`src/rtl/accu_n_pkg.sv`:
```
// accu_n_pkg -- shared definitions for the accu_n group accumulator.
//   clog2            : constant ceiling-log2 used for width derivation
//   calc_out_w       : sum width, DATA_W + clog2(GROUP_N), wide enough for a full group of max samples
//   calc_cnt_w       : count width, clog2(GROUP_N+1), wide enough to hold GROUP_N itself
//   acc_state_e      : accumulator FSM states
//   slot_state_e     : output slot states
package accu_n_pkg;

  function automatic int clog2(input int value);
    int res;
    res = 0;
    for (int p = 1; p < value; p = p * 2) begin
      res = res + 1;
    end
    return res;
  endfunction

  function automatic int calc_out_w(input int data_w, input int group_n);
    return data_w + clog2(group_n);
  endfunction

  function automatic int calc_cnt_w(input int group_n);
    return clog2(group_n + 1);
  endfunction

  typedef enum logic {
    ACC_IDLE = 1'b0,
    ACC_RUN  = 1'b1
  } acc_state_e;

  typedef enum logic {
    SLOT_EMPTY = 1'b0,
    SLOT_FULL  = 1'b1
  } slot_state_e;

endpackage

```
`src/rtl/accu_n_oreg.sv`:
```
// accu_n_oreg -- single-entry output slot of accu_n.
// Holds one closed group (sum + sample count) until the downstream side takes it.
// Ports:
//   clk, rst_n   : clock, asynchronous active-low reset
//   load_in      : a group closes this cycle; capture load_sum/load_cnt
//   load_sum     : final group sum
//   load_cnt     : number of samples in the group
//   ready_down   : downstream accepts the slot contents
//   data_out     : held group sum
//   count_out    : held sample count
//   valid_out    : slot is FULL
module accu_n_oreg
  import accu_n_pkg::*;
#(
  parameter int OUT_W = 10,
  parameter int CNT_W = 3
) (
  input  logic             clk,
  input  logic             rst_n,
  input  logic             load_in,
  input  logic [OUT_W-1:0] load_sum,
  input  logic [CNT_W-1:0] load_cnt,
  input  logic             ready_down,
  output logic [OUT_W-1:0] data_out,
  output logic [CNT_W-1:0] count_out,
  output logic             valid_out
);

  slot_state_e      slot_q, slot_d;
  logic [OUT_W-1:0] data_q, data_d;
  logic [CNT_W-1:0] cnt_q, cnt_d;

  always_ff @(posedge clk or negedge rst_n) begin
    if (!rst_n) begin
      slot_q <= SLOT_EMPTY;
      data_q <= '0;
      cnt_q  <= '0;
    end else begin
      slot_q <= slot_d;
      data_q <= data_d;
      cnt_q  <= cnt_d;
    end
  end

  // A load wins over a transfer: when the held group leaves on the same edge
  // a new one closes, the slot simply refills and stays FULL. The top only
  // raises load_in when the slot is empty or being drained this edge.
  always_comb begin
    slot_d = slot_q;
    data_d = data_q;
    cnt_d  = cnt_q;
    if (load_in) begin
      slot_d = SLOT_FULL;
      data_d = load_sum;
      cnt_d  = load_cnt;
    end else if ((slot_q == SLOT_FULL) && ready_down) begin
      slot_d = SLOT_EMPTY;
    end
  end

  assign data_out  = data_q;
  assign count_out = cnt_q;
  assign valid_out = (slot_q == SLOT_FULL);

endmodule

```
`src/rtl/accu_n.sv`:
```
// accu_n -- sums groups of GROUP_N unsigned samples and emits one result per group.
// Optional feature: define ACCU_N_FLUSH_EN to add flush_in, which closes a partial group early.
// Ports:
//   clk, rst_n  : clock, asynchronous active-low reset
//   data_in     : unsigned sample (DATA_W)
//   valid_in    : sample present this cycle
//   ready_up    : block accepts a sample this cycle
//   flush_in    : close the current partial group (only with ACCU_N_FLUSH_EN)
//   data_out    : group sum (OUT_W)
//   count_out   : samples in data_out (CNT_W)
//   valid_out   : data_out/count_out valid
//   ready_down  : downstream accepts the output
module accu_n
  import accu_n_pkg::*;
#(
  parameter  int DATA_W  = 8,
  parameter  int GROUP_N = 4,
  localparam int OUT_W   = calc_out_w(DATA_W, GROUP_N),
  localparam int CNT_W   = calc_cnt_w(GROUP_N)
) (
  input  logic              clk,
  input  logic              rst_n,
  input  logic [DATA_W-1:0] data_in,
  input  logic              valid_in,
  output logic              ready_up,
`ifdef ACCU_N_FLUSH_EN
  input  logic              flush_in,
`endif
  output logic [OUT_W-1:0]  data_out,
  output logic [CNT_W-1:0]  count_out,
  output logic              valid_out,
  input  logic              ready_down
);

  localparam logic [CNT_W-1:0] LAST_CNT = CNT_W'(GROUP_N - 1);

  acc_state_e       state_q, state_d;
  logic [OUT_W-1:0] acc_q, acc_d;
  logic [CNT_W-1:0] cnt_q, cnt_d;

  logic             flush_req;
  logic             closing_pending;
  logic             accept;
  logic             close;
  logic [OUT_W-1:0] close_sum;
  logic [CNT_W-1:0] close_cnt;
  logic [OUT_W-1:0] sum_next;

`ifdef ACCU_N_FLUSH_EN
  assign flush_req = flush_in;
`else
  assign flush_req = 1'b0;
`endif

  // State register
  always_ff @(posedge clk or negedge rst_n) begin
    if (!rst_n) begin
      state_q <= ACC_IDLE;
      acc_q   <= '0;
      cnt_q   <= '0;
    end else begin
      state_q <= state_d;
      acc_q   <= acc_d;
      cnt_q   <= cnt_d;
    end
  end

  // Output logic: only a cycle that would close a group can be stalled, and
  // only while the slot is occupied and not draining. The stall is decided
  // from the pending-close condition, never from valid_in/data_in, so the
  // whole close (partial sum, count, sample) waits upstream intact.
  always_comb begin
    closing_pending = (cnt_q == LAST_CNT) || flush_req;
    ready_up        = !(valid_out && !ready_down && closing_pending);
    accept          = valid_in && ready_up;
  end

  // Next-state and accumulator update
  always_comb begin
    state_d   = state_q;
    acc_d     = acc_q;
    cnt_d     = cnt_q;
    close     = 1'b0;
    close_sum = acc_q;
    close_cnt = cnt_q;
    sum_next  = ((state_q == ACC_IDLE) ? '0 : acc_q) + OUT_W'(data_in);

    if (accept) begin
      if ((cnt_q == LAST_CNT) || flush_req) begin
        close     = 1'b1;
        close_sum = sum_next;
        close_cnt = cnt_q + CNT_W'(1);
        state_d   = ACC_IDLE;
        acc_d     = '0;
        cnt_d     = '0;
      end else begin
        state_d = ACC_RUN;
        acc_d   = sum_next;
        cnt_d   = cnt_q + CNT_W'(1);
      end
    end else if (flush_req && ready_up && (state_q == ACC_RUN) && !valid_in) begin
      // Flush with no sample closes what has been gathered so far; in IDLE
      // there is nothing to close and the flush is ignored.
      close     = 1'b1;
      close_sum = acc_q;
      close_cnt = cnt_q;
      state_d   = ACC_IDLE;
      acc_d     = '0;
      cnt_d     = '0;
    end
  end

  accu_n_oreg #(
    .OUT_W (OUT_W),
    .CNT_W (CNT_W)
  ) u_oreg (
    .clk        (clk),
    .rst_n      (rst_n),
    .load_in    (close),
    .load_sum   (close_sum),
    .load_cnt   (close_cnt),
    .ready_down (ready_down),
    .data_out   (data_out),
    .count_out  (count_out),
    .valid_out  (valid_out)
  );

endmodule

```
`config.mk`:
```
export PLATFORM = sky130hd
export DESIGN_NAME = accu_n
export DESIGN_NICKNAME = d
export VERILOG_FILES = /design/src/rtl/accu_n_pkg.sv /design/src/rtl/accu_n_oreg.sv /design/src/rtl/accu_n.sv
export SDC_FILE = /design/constraint.sdc
export NUM_CORES = 1
export LEC_CHECK = 0
export CORE_MARGIN = 2
export CORE_UTILIZATION = 50
export DETAILED_ROUTE_END_ITERATION = 10
export PLACE_DENSITY = 0.75
export SYNTH_ARGS = -nofsm -noshare
export SYNTH_HDL_FRONTEND = slang
export SYNTH_SLANG_ARGS = --single-unit
```
`constraint.sdc`:
```
create_clock -name clk -period 3.3 [get_ports clk]
set_input_delay 0.66 -clock clk [delete_from_list [all_inputs] [get_ports clk]]
set_output_delay 0.66 -clock clk [all_outputs]
set_load 0.005 [all_outputs]
```
Yosys cells after proc, flatten, opt, wreduce, memory -nomap -nowiden. Index checks and enable logic that the tools add are counted.

Register bits: 28. Logic and storage cells: 28.

Add/subtract/negate cells: 2. Eq/ne operators: 1. Muxes and demuxes: 12. Reduce and logical (&&, ||, !) cells: 7.

Operators by type and width (count): 10-bit 2-to-1 mux (4); 10-bit by 8-bit adder with 10-bit output (1); 3-bit 2-to-1 mux (3); 1-bit 2-to-1 mux (5); 1-bit logical AND (4); 3-bit by 1-bit adder with 3-bit output, second input constant (1); 3-bit by 2-bit equality test with 1-bit output, second input constant (1); 1-bit logical NOT (2); 2-bit nonzero test (1).

Logic depth before layout (Yosys ltp). Gate-level depths: netlist of run 1.

Depth in word-level cells: 7. Depth in mapped cells: 9.

Modules after synthesis. Synthesis of run 1 repeated with hierarchy kept, for this count alone.

Cells, all modules: 166. Area total of the unflattened synthesis: 1729.2 sq um.

By module, submodules not included: accu_n (times used 1, cells each 136, area each 1208.7 sq um, sequential area each 350.3 sq um); accu_n_oreg (times used 1, cells each 30, area each 520.5 sq um, sequential area each 350.3 sq um).

Worst setup path after synthesis of run 1. OpenSTA, ideal clock, no wires.

Path kind: reg-to-reg. From: register state_q. To: register u_oreg.data_q[8] (netlist: u_oreg.data_out[8]). Setup time: 123 ps. Arrival time: 2332 ps. Required time: 3177 ps. Path slack: 844 ps. Stages on the path, launching flop included: 10. Period minus slack after synthesis: 2456 ps. Cell sequence: dfrtp_1 clkbuf_1 and2_1 ha_1 fa_1 a21o_1 a311o_2 a221oi_4 xor2_1 o21ai_1.

Cells in the longest elaborated chain, start to end: 4.

RTL lines: start, declared (line accu_n.sv:37) `acc_state_e state_q, state_d;`; start signal, assigned (line accu_n.sv:62) `state_q <= state_d;`; 10-bit 2-to-1 mux (line accu_n.sv:86) `sum_next = ((state_q == ACC_IDLE) ? '0 : acc_q) + OUT_W'(data_in);`; 10-bit by 8-bit adder with 10-bit output (line accu_n.sv:86); 10-bit 2-to-1 mux (line accu_n.sv:89) `if ((cnt_q == LAST_CNT) || flush_req) begin`; 10-bit 2-to-1 mux (line accu_n.sv:88) `if (accept) begin`; end signal, assigned (line accu_n_oreg.sv:40) `data_q <= data_d;`; end, declared (line accu_n_oreg.sv:30) `logic [OUT_W-1:0] data_q, data_d;`.

Every way passes these cells. A chain may end at the register's enable or synchronous reset.

Final worst setup path of run 1.
From: input data_in[0]. To: register u_oreg.data_q[8] (netlist: u_oreg.data_out[8]).

Cells in the longest elaborated chain, start to end: 3.

RTL lines: start, declared (line accu_n.sv:23) `input logic [DATA_W-1:0] data_in,`; 10-bit by 8-bit adder with 10-bit output (line accu_n.sv:86); 10-bit 2-to-1 mux (line accu_n.sv:89); 10-bit 2-to-1 mux (line accu_n.sv:88).

Every way passes these cells.

==> results of run 1 <==
[cell usage after synthesis]
cell type	instances	area (um^2)
nand2_1	33	123.9
dfrtp_1	28	700.7
and2_1	11	68.82
ha_1	10	125.1
a22o_1	8	70.07
xnor2_1	6	52.55
a21oi_1	5	25.02
mux2_2	4	45.04
clkbuf_1	3	11.26
inv_1	3	11.26
nand3_1	3	15.01
nand4_1	3	18.77
nor2_1	3	11.26
o21ai_0	3	15.01
nand2b_1	2	12.51
nor2b_1	2	12.51
o211a_1	2	20.02
a211oi_1	1	7.510
a21boi_0	1	7.510
a21o_1	1	7.510
a21o_2	1	8.760
a221oi_4	1	26.28
a311o_2	1	11.26
a32o_1	1	10.01
a41o_1	1	10.01
and3_1	1	6.260
buf_1	1	3.750
buf_2	1	5.000
fa_1	1	20.02
o211ai_1	1	7.510
o21ai_1	1	5.000
o21bai_1	1	7.510
o311ai_0	1	8.760
o31ai_1	1	7.510
xor2_1	1	8.760
[path summary, 6_finish.rpt]
check / to / slack [ps]
max in group asynchronous: acc_q[5]$_DFFE_PN0P_ / 2340
setup / recovery: u_oreg.data_out[8]$_DFFE_PN0P_ / 640
min in group asynchronous: acc_q[1]$_DFFE_PN0P_ / 700
hold reg to reg: u_oreg.count_out[1]$_DFFE_PN0P_ / 490
hold / removal: u_oreg.count_out[1]$_DFFE_PN0P_ / 490
setup reg to reg: u_oreg.data_out[8]$_DFFE_PN0P_ / 640
[where the power goes]
| group | switching [mW] | internal (mW) |
|---|---|---|
| Combinational | 0.342 | 0.398 |
| Sequential | 0.0848 | 0.480 |
| Clock | 0.0982 | 0.0428 |
| Total | 0.525 | 0.921 |
[stage by stage]
step | area, um^2 | utilization (%)
after CTS | 1824 | 65.03
after floorplan | 1508 | -
final | 1824 | 65.03
after global placement | 1802 | 64.23
after global routing | 1824 | 65.03
after detailed placement | 1802 | 64.23
[worst max-delay path, stage by stage]
cell and delay (ps):
clkdlybuf4s50_1 410, ha_1 230, fa_1 410, a21o_1 200, a311o_2 430, a221oi_4 290
xor2_1 180, o21ai_1 70
[layer usage]
layer | vias up | part of all wire (%) | global-route usage [%]
li1 | 569 | - | -
met1 | 574 | 45 | 26.87
met2 | 29 | 47 | 33.33
met3 | 12 | 4.8 | 3.297
met4 | 0 | 3.1 | 11.36
met5 | - | 0 | 0
[cell families (layout without fill, tap and decap cells)]
family | Yosys count | count (layout)
DFF | 28 | 28
muxes | 4 | 4
AOI/OAI and AO/OA | 31 | 31
adders and majority gates | 11 | 11
buffers and inverters | 8 | 34
and+or+nand+nor | 58 | 58
xor gates and xnor gates | 7 | 7
[registers in the layout, summed over array words and instances (netlist names)]
signal            cells
cnt_q                 3
u_oreg.count_out      3
acc_q                10
u_oreg.valid_out      1
state_q               1
u_oreg.data_out      10
[layout make-up]
class                   instances  area (um^2)  area share [%]
inverters                       3        11.26          0.6173
repair buffers                 28        275.3           15.09
multi-input cells             111        775.7           42.52
well taps                      31        38.79           2.126
clock buffers                   3        22.52           1.235
flip-flops and latches         28        700.7           38.41
==> metrics.md, run 1 <==
| Metric | Value |
|---|---|
| Vias in the first global route | 1240 |
| Synthesized net count | 170 |
| GP Congestion | 0.7635 |
| Core area | 2805 um^2 |
| Largest net degree at the start of global routing | 29 |
| Setup Viol. Count Final | 0 |
| Peak supply drop | 0.0004041 V |
| Synth Area in Compound Gates | 16.93% |
| Largest family of logic cells by synthesized area | simple AND/OR/NAND/NOR gates |
| Crit end category | flip-flop |
| Status | finished, violations left |
| First-pass GRT wire length | 5423 um |
| PD cells | 792.9 nW/um^2 |
| Synth Warn # | 0 |
| Synthesized instance count | 147 |
| CTS root buf | clkbuf_4 |
| RR Startpoint | state_q$_DFFE_PN0P_ |
| Unrepaired setup endpoints after global routing | no |
| Final hold viol count | 0 |
| Die X | 58.91 um |
| # hold bufs at CTS | 0 |
| Flip-flop and latch count after synthesis | 28 |
| Clock slew seen by the registers of the worst setup and hold paths | 150 ps |
| Failing checks | design-rule violations |
| CP max FO | 3 |
| Tightest Pin Transition | 551.0 ps |
| Initial antenna violation count | 0 |
| Period utilization | 80.74% |
| CTS H-tree depth | 1 |
| Cts repair resizes | 0 |
| Pre-CTS setup slack | 278.5 ps |
| CTS sink cnt | 28 |
| Vias per cell | 5.804 |
| DR pass1 iterations | 7 |
| Post-Route Setup TNS | 0 ps |
| 1st-iter DRT viols | 36 |
| Pwr Total | 1.446 mW |
| Commonest non-fill, non-tap cell in the layout | nand2_1 |
| Worst hold path class | flip-flop to flip-flop |
| # rows | 19 |
| Max-cap violations | 0 |
| Final Max Slew Viols | 0 |
| Final Net Count | 198 |
| Die height | 58.91 um |
| PortBufs | 26 |
| CTS tree | done |
| Simple-gate share of the synthesized area | 17.84% |
| Beginning of the critical path | data_in[0] |
| WHS Path Cells | 2 |
| Via count | 1184 |
| Initial core utilization | 53.75% |
| WL final | 3179 um |
| Worst endpoint required time | 3510 ps |
| Post-Syn Area | 1508 um^2 |
| Clock buffer depth | 2 |
| Clock Latency Late Sink | 320 ps |
| Post-Layout Cell Count | 204 |
| Worst setup margin | 635.5 ps |
| Fraction of layout cells with a size suffix above 1 | 6.936% |
| Post-CTS Setup Repair Bufs | 0 |
| Antenna Nets Post-Route | 0 |
| R2R depth | 8 |
| DRC viols | 2 |
| Filler cells | 243 |
| Slew Limit Headroom | 63.16% |
| Most frequent cells in the layout | nand2_1 (33), dfrtp_1 (28), clkdlybuf4s50_1 (26) |
| Hold_ws | 490.9 ps |
| Routed length per instance | 15.58 um |
| Cell total after placement | 201 |
| Critical path class | input port to flip-flop |
| IO Pins | 27 |
| Num CTS Buffers | 3 |
| Highest clock rate | 375.3 MHz |
| GRT overflow | 0 |
| # diodes | 0 |
| CP Launch Type | input port |
| Mapped Avg Cell Area | 10.26 um^2 |
| Post-synthesis adder-cell area fraction | 9.627% |
| Area Overhead vs Synth | 21.00% |
| Hpwl dp | 2332 um |
| Fin Clk Skew | 3.772 ps |
| Post-synthesis mux area share | 2.988% |
| DIE AREA | 3470 um^2 |
| Post-layout minimum cycle time | 2664 ps |
| Xor/xnor cell area share of the yosys netlist | 4.066% |
| Seq/Total Area, Yosys | 46.47% |
| Worst Min Path Start | u_oreg.count_out[1]$_DFFE_PN0P_ |
| Leak Pwr | 0.8494 nW |
| Post-synth cell types | 35 |
| GRT Util Overall | 20.80% |
| Arr. time, crit path | 2870 ps |
(Power assumes the default switching activity.)
==> run 2: changes to the inputs <==
--- a/config.mk
+++ b/config.mk
@@ -6,9 +6,9 @@
 export NUM_CORES = 1
 export LEC_CHECK = 0
 export CORE_MARGIN = 2
-export CORE_UTILIZATION = 50
+export CORE_UTILIZATION = 47
 export DETAILED_ROUTE_END_ITERATION = 10
-export PLACE_DENSITY = 0.75
+export PLACE_DENSITY = 0.74
 export SYNTH_ARGS = -nofsm -noshare
 export SYNTH_HDL_FRONTEND = slang
 export SYNTH_SLANG_ARGS = --single-unit
==> constraint.sdc (replaced) <==
create_clock -name clk -period 2.2 [get_ports clk]
set_input_delay 0.44 -clock clk [delete_from_list [all_inputs] [get_ports clk]]
set_output_delay 0.44 -clock clk [all_outputs]
set_load 0.005 [all_outputs]
==> run 2 against run 1 <==
Against the previous run: the run ends with negative setup slack left; global-route usage up 0.64 points; design area up 13%; sequential power up 47%.
==> metrics.md, run 2 (synthesized netlist as in run 1, its figures left out) <==
| Metric | Value |
|---|---|
| 1st-iter DRT viols | 63 |
| Fraction of layout cells with a size suffix above 1 | 22.51% |
| Die height | 60.64 um |
| First-pass GRT wire length | 5830 um |
| Highest clock rate | 433.2 MHz |
| GRT Util Overall | 21.44% |
| PortBufs | 26 |
| # diodes | 0 |
| Status | finished, violations left |
| Post-Route Setup TNS | -300.7 ps |
| Hpwl dp | 2525 um |
| Num CTS Buffers | 3 |
| Setup Viol. Count Final | 4 |
| Peak supply drop | 0.0006377 V |
| Critical path class | flip-flop to flip-flop |
| Final Max Slew Viols | 0 |
| CTS H-tree depth | 1 |
| Via count | 1253 |
| CP max FO | 3 |
| Hold_ws | 457.0 ps |
| Clock buffer depth | 2 |
| Initial antenna violation count | 0 |
| Max-cap violations | 0 |
| Clock slew seen by the registers of the worst setup and hold paths | 160 ps |
| Largest net degree at the start of global routing | 29 |
| Antenna Nets Post-Route | 0 |
| Die X | 60.64 um |
| # hold bufs at CTS | 0 |
| Failing checks | negative setup slack |
| Leak Pwr | 0.9385 nW |
| Final hold viol count | 0 |
| Worst hold path class | input port to asynchronous set/reset pin |
| # rows | 20 |
| Area Overhead vs Synth | 37.18% |
| WL final | 3512 um |
| CTS root buf | clkbuf_4 |
| Slew Limit Headroom | 73.81% |
| Post-route cell area | 2068 um^2 |
| Pre-CTS setup slack | -417.9 ps |
| Filler cells | 246 |
| GP Congestion | 0.8517 |
| Placed standard-cell area | 1921 um^2 |
| Worst setup margin | -108.6 ps |
| Fin Clk Skew | 6.444 ps |
| Core area | 3053 um^2 |
| GRT overflow | 0 |
| DRC viols | 0 |
| Commonest non-fill, non-tap cell in the layout | nand2_1 |
| PD cells | 1197 nW/um^2 |
| CTS sink cnt | 28 |
| DIE AREA | 3677 um^2 |
| DR pass1 iterations | 4 |
| Routed length per instance | 14.94 um |
| Unrepaired setup endpoints after global routing | yes |
| Period utilization | 104.9% |
| Clock Latency Late Sink | 340 ps |
| Worst endpoint required time | 2450 ps |
| Vias per cell | 5.332 |
| Post-layout minimum cycle time | 2309 ps |
| Arr. time, crit path | 2560 ps |
| CP Launch Type | flip-flop |
| CTS tree | done |
| Crit end category | flip-flop |
| Vias in the first global route | 1240 |
| R2R depth | 8 |
| Most frequent cells in the layout | nand2_1 (33), dfrtp_1 (28), clkdlybuf4s50_1 (25) |
| Tightest Pin Transition | 391.4 ps |
| IO Pins | 27 |
| Final Net Count | 215 |
| Initial core utilization | 49.39% |
-- run 2: timing repair --
item	in CTS	in global routing
setup buffers	0	4
setup endpoints to repair	3	9
pin swaps	2	8
resized for setup	0	17
-- run 2: worst paths after layout --
path / to / slack, ps / from
min in group clk: u_oreg.count_out[2]$_DFFE_PN0P_ / 490 / u_oreg.count_out[2]$_DFFE_PN0P_
max in group asynchronous: u_oreg.data_out[4]$_DFFE_PN0P_ / 1460 / rst_n
hold / removal: acc_q[0]$_DFFE_PN0P_ / 460 / rst_n
setup / recovery: u_oreg.data_out[8]$_DFFE_PN0P_ / -110 / acc_q[0]$_DFFE_PN0P_
setup reg to reg: u_oreg.data_out[8]$_DFFE_PN0P_ / -110 / acc_q[0]$_DFFE_PN0P_
hold reg to reg: u_oreg.count_out[2]$_DFFE_PN0P_ / 490 / u_oreg.count_out[2]$_DFFE_PN0P_
-- run 2: critical path, cell delays in order, from the launching register on --
cell      delay, ps
dfrtp_1         420
and2_4          170
ha_4            150
fa_2            340
a21o_1          200
a311o_2         360
a221oi_4        310
xor2_1          200
o21ai_1          80
-- run 2: area by class of cell --
| class | instances | area, um^2 | share of cell area, % |
|---|---|---|---|
| Multi-Input combinational cell | 111 | 859.6 | 41.56 |
| Tap cell | 44 | 55.05 | 2.662 |
| Inverter | 3 | 11.26 | 0.5445 |
| Timing Repair Buffer | 45 | 405.4 | 19.60 |
| Clock buffer | 4 | 36.28 | 1.754 |
| Sequential cell | 28 | 700.7 | 33.88 |
-- run 2: metal layers --
metal / GRT usage [%] / share of wire, % / vias to the layer above
li1: - / - / 605
met1: 30.30 / 46 / 609
met2: 34.10 / 49 / 32
met3: 2.772 / 3.5 / 7
met4: 7.453 / 1.9 / 0
met5: 0 / 0 / -
-- run 2: power by group --
group	internal [mW]	total (mW)	switching [mW]
clock	0.102	0.262	0.160
sequential	0.720	0.833	0.112
combinational	0.778	1.38	0.603
-- run 2: stage by stage --
stage | utilization (%) | cells | power (mW)
floorplan | - | 147 | 1.553
global placement | 62.91 | 227 | 2.016
detailed placement | 62.91 | 227 | 2.071
CTS | 64.10 | 231 | 2.337
global route | 67.75 | 235 | 2.671
finish | 67.75 | 235 | 2.475
==> edit 1, RTL diff (config.mk and constraints of run 2) <==
One comparison of `cnt_q` changes from == to >=.
--- a/src/rtl/accu_n.sv
+++ b/src/rtl/accu_n.sv
@@ -86,7 +86,7 @@
     sum_next  = ((state_q == ACC_IDLE) ? '0 : acc_q) + OUT_W'(data_in);
 
     if (accept) begin
-      if ((cnt_q == LAST_CNT) || flush_req) begin
+      if ((cnt_q >= LAST_CNT) || flush_req) begin
         close     = 1'b1;
         close_sum = sum_next;
         close_cnt = cnt_q + CNT_W'(1);
Function: no difference found for any inputs over 4 cycles, from zero or initial values and one cycle with rst_n low; that may be too few to reach the edited logic, so the function may still have changed.
==> edit 1 against run 2 <==
  * Sequential cell count unchanged
  * Global-route usage grew 0.084 points
  * Wire length increased by 13%
  * Total power rose by 17%
  * Worst setup slack improved by 0.21 ns
  * Synthesized area grew 6.8%
  * Core utilization shrank 2.1 points
  * Count of clock-buffer cells in the layout shrank 1
  * Non-clock buffer count up 3
  * Design area rose by 5.1%
  * Critical endpoint is now acc_q[7]
  * Largest power group unchanged
==> edit 1: results <==
group,metric,value,unit
sta,skew,0.00526,ns
cells_and_area,final.fill_count,280,
logic_synthesis,synth_common_cells,"nand2_1 (29), dfrtp_1 (28), ha_1 (11)",
worst_setup_path,slowest_stage,"or4_1",
worst_setup_path,r2r_end,"acc_q[7]",
cells_and_area,drive_gt1_share,20.0,%
drt,wl,3950,um
sta,max_slew.worst_pin.slew,0.398,ns
pwr,power.switching,1090,uW
worst_setup_path,max_stage_delay,0.47,ns
worst_setup_path,worstPathMaxFanout,6,
worst_setup_path,critPathArrivalTime,2.40,ns
placed_design,globalplace.congestion,0.852,
worst_setup_path,reg2reg_slack,0.1,ns
logic_synthesis,ys_types,38,
drt,vias_per_cell,5.56,
clock_network,clock_latency,0.35,ns
cells_and_area,final_nets,235,
placed_design,placed_cells,247,
placed_design,place_hpwl,2750,um
sta,max_freq,0.476,GHz
global_routing,grt_pass1_vias,1457,
logic_synthesis,syn_area_per_cell,9.88,sq um
status,status,"finished, final reports clean",
logic_synthesis,synthTopCellsByArea,"dfrtp_1 (44%), ha_1 (8.5%), nand2_1 (6.8%)",
worst_setup_path,reg2reg_depth,7,
global_routing,antenna_found_initial,0,
worst_setup_path,r2r_start,"state_q",
clock_network,cts_root_buf,"clkbuf_4",
logic_synthesis,seq_area_frac_synth,43.5,%
drt,drt_iter0_markers,65,
placed_design,dpl_cell_area,0.00203,sq mm
sta,finalSetupViolCount,0,
logic_synthesis,synth_fp_nets,187,
global_routing,grtUsageTotal,21.5,%
global_routing,grt_pass1_wl,6700,um
pwr,vdd.ir_drop.worst,0.590,mV
sta,holdWs,0.447,ns
pwr,p_leak,0.000988,uW
cells_and_area,fin_cells,256,
[edit 1: worst max-delay path by stage]
stage / startpoint / to / slack (ns) / cells after the start
3_5_place_dp: data_in[0] / u_oreg.data_out[8] / -0.27 / 7
6_report: state_q / acc_q[7] / 0.1 / 7
3_3_place_gp: data_in[0] / u_oreg.data_out[8] / -0.22 / 7
4_1_cts: cnt_q[0] / ready_up / 0.0006 / 4
2_1_floorplan: state_q / u_oreg.data_out[8] / 0.04 / 8
5_1_grt: state_q / acc_q[6] / -0.01 / 7
[edit 1: repair_timing]
item | in CTS | in global routing
gates resized for setup | 1 | 9
setup endpoints to repair | 1 | 9
cloned | 0 | 0
pin swaps | 1 | 4
setup buffers | 3 | 2
[edit 1: critical path, delay by kind of cell (launching register included)]
family | cells | cell delay, ns
AOI/OAI and AO/OA | 2 | 0.43
adders and majority gates | 1 | 0.29
buffers and inverters | 1 | 0.16
DFF | 1 | 0.46
and+or+nand+nor | 3 | 0.71
[edit 1: logic make-up (layout without fill, tap and decap cells)]
group	count (synthesis)	in the layout	share of synthesized area, %
AO/OA/AOI/OAI	39	39	18.0
XOR/XNOR	4	4	2.18
adder cells (fa/ha/maj)	12	12	9.79
buffers and inverters	10	57	2.87
flip-flops	28	28	43.5
multiplexers	5	5	3.42
AND/OR/NAND/NOR	65	65	20.2
[edit 1: power by group through the flow]
stage | registers, uW | logic [uW] | clock network [uW]
floorplan | 897 | 889 | 0
global placement | 900 | 1440 | 0
detailed placement | 920 | 1480 | 0
CTS | 894 | 1540 | 356
global route | 930 | 1810 | 379
finish | 897 | 1640 | 352
[edit 1: area by class of cell]
type / instances / area [sq um] / area share, %
Multi-Input combinational cell: 125 / 912 / 42.0
Inverter: 5 / 18.8 / 0.864
Clock buffer: 3 / 22.5 / 1.04
Clock inverter: 1 / 30.0 / 1.38
Timing Repair Buffer: 48 / 432 / 19.9
Sequential cell: 28 / 701 / 32.2
Tap cell: 46 / 57.6 / 2.65
[edit 1: per-layer routing]
metal | track usage, % | up-vias | wire (um)
li1 | - | 683 | -
met1 | 27.7 | 687 | 1710
met2 | 37.1 | 42 | 1980
met3 | 2.52 | 12 | 173
met4 | 8.33 | 0 | 93
met5 | 0 | - | 0
[edit 1: stage by stage]
step | worst slack [ns] | setup TNS, ns
after global placement | -0.216 | -1.33
after floorplan | 0.0353 | 0
after detailed placement | -0.271 | -1.86
after global routing | -0.0120 | -0.0159
final | 0.0978 | 0
after CTS | 0.000633 | 0
==> edit 2, RTL diff (config.mk and constraints of run 2) <==
Without the edit above. The parameter `DATA_W` goes from 8 to 7.
--- a/src/rtl/accu_n.sv
+++ b/src/rtl/accu_n.sv
@@ -13,7 +13,7 @@
 module accu_n
   import accu_n_pkg::*;
 #(
-  parameter  int DATA_W  = 8,
+  parameter  int DATA_W  = 7,
   parameter  int GROUP_N = 4,
   localparam int OUT_W   = calc_out_w(DATA_W, GROUP_N),
   localparam int CNT_W   = calc_cnt_w(GROUP_N)
Ports: changed (resized data_in and data_out); port bits go from 27 to 25. The function was not compared with the original's and may differ.
==> edit 2 against run 2 <==
  * Via count decreased by 4.5%
  * Synthesized area down 4.0%
  * Combinational power shrank 14%
  * Sequential cell count fell by 2
  * Total power shrank 12%
  * Worst setup slack gained 0.20 ns
  * Maximum frequency rose by 9.3%
  * First-iteration DRC count decreased by 44%
  * Design area down 11%
  * Wire length fell by 11%
  * Sequential power decreased by 8.5%
  * Critical path type unchanged
  * Critical endpoint is now acc_q[6]
  * Largest cell class unchanged
  * Highest routed layer unchanged
==> edit 2: results <==
group,metric,value,unit
worst_setup_path,crit_path_end,"acc_q[6]",
placed_design,placed_cells,209,
clock_network,cts.reportedPaths.clkPinSlew,0.14,ns
cells_and_area,drive_gt1_share,14.9,%
worst_setup_path,reg2reg_slack,0.09,ns
drt,wl_per_cell,14.6,um
drt,vias_per_cell,5.59,
placed_design,globalplace.congestion,0.807,
drt,first_pass_iters,4,
worst_setup_path,worstPathMaxFanout,3,
logic_synthesis,synth_fp_nets,167,
global_routing,grt_pass1_vias,1306,
logic_synthesis,seq_area_frac_synth,44.9,%
placed_design,pre_cts_ws,-0.214,ns
status,status,"finished, final reports clean",
cells_and_area,final_nets,203,
global_routing,grtUsageTotal,20.4,%
clock_network,cts_made_buffers,3,
cells_and_area,fin_cells,214,
clock_network,htree_num_levels,1,
drt,drt_iter0_markers,35,
hold_path,hold_path.class,"in2async",
clock_network,cts.path.max_buffers,2,
worst_setup_path,reg2reg_depth,7,
global_routing,grt_max_degree,27,
worst_setup_path,crit_family,"compound AO/OA/AOI/OAI gates",
logic_synthesis,synthTopCellsByArea,"dfrtp_1 (45%), ha_1 (7.8%), nand2_1 (6.7%)",
clock_network,clock_latency,0.31,ns
sta,relSlewSlack,70.4,%
pwr,p_leak,0.000857,uW
cells_and_area,diodes,0,
placed_design,place_hpwl,2400,um
logic_synthesis,synth_common_cells,"dfrtp_1 (26), nand2_1 (26), ha_1 (9)",
sta,max_freq,0.473,GHz
worst_setup_path,cp_data_required_time,2.42,ns
sta,skew,0.00358,ns
cells_and_area,final.fill_count,278,
logic_synthesis,yosys_warnings,0,
placed_design,io_buffer_count,24,
global_routing,grt_pass1_wl,5600,um
pwr,vdd.ir_drop.worst,0.523,mV
logic_synthesis,syn_area_per_cell,9.92,sq um
[edit 2: cell count changes after synthesis, sizes merged, moves of 4 or more]
cell   before  now
a21o        2    6
xnor2       6    2
nand3       3    7
nand2      33   26
[edit 2: what timing repair did]
action                     4_1_cts  5_1_grt
hold buffers                     0        0
setup buffers                    0        1
resized for setup                0        1
setup endpoints to repair        0        1
[edit 2: cells by family after synthesis]
logic type / after synthesis / synth area share [%]
and+or+nand+nor: 60 / 21.4
AOI/OAI and AO/OA: 36 / 18.0
DFF: 26 / 44.9
adders and majority gates: 10 / 9.16
buffers and inverters: 9 / 2.94
muxes: 3 / 2.33
xor gates and xnor gates: 2 / 1.21
[edit 2: metrics by stage]
stage | instance area [sq um] | hold WS (ns) | power, uW
finish | 1840 | 0.463 | 2180
global route | 1840 | 0.483 | 2370
CTS | 1830 | 0.474 | 2180
detailed placement | 1800 | 0.464 | 1940
global placement | 1800 | 0.454 | 1890
floorplan | 1460 | 0.144 | 1480
[edit 2: cell type report]
cell class                      instances  share of cell area (%)
Inverter                                3                   0.611
Timing Repair Buffer                   37                    18.3
Sequential cell                        26                    35.3
Tap cell                               33                    2.24
Clock buffer                            4                    1.97
Multi-Input combinational cell        111                    41.5
[edit 2: routing by layer]
layer	up-vias	share of wire, %	global-route usage [%]
met5	-	0	0
met4	0	0.64	5.08
met3	2	3.2	2.84
met2	23	49	34.9
met1	575	48	27.4
li1	597	-	-
[edit 2: power by group]
part	switching, uW	leakage (uW)	internal [uW]
Sequential	95.9	0.000325	666
Clock	139	0.0000210	101
Combinational	555	0.000511	620
[edit 2: worst register-to-register path: stages (launching register included)]
cell      delay (ns)
dfrtp_1         0.41
and2_1          0.16
ha_1            0.21
fa_2            0.37
a211oi_2        0.27
o21ai_0         0.16
a21o_1          0.19
a32o_1          0.25
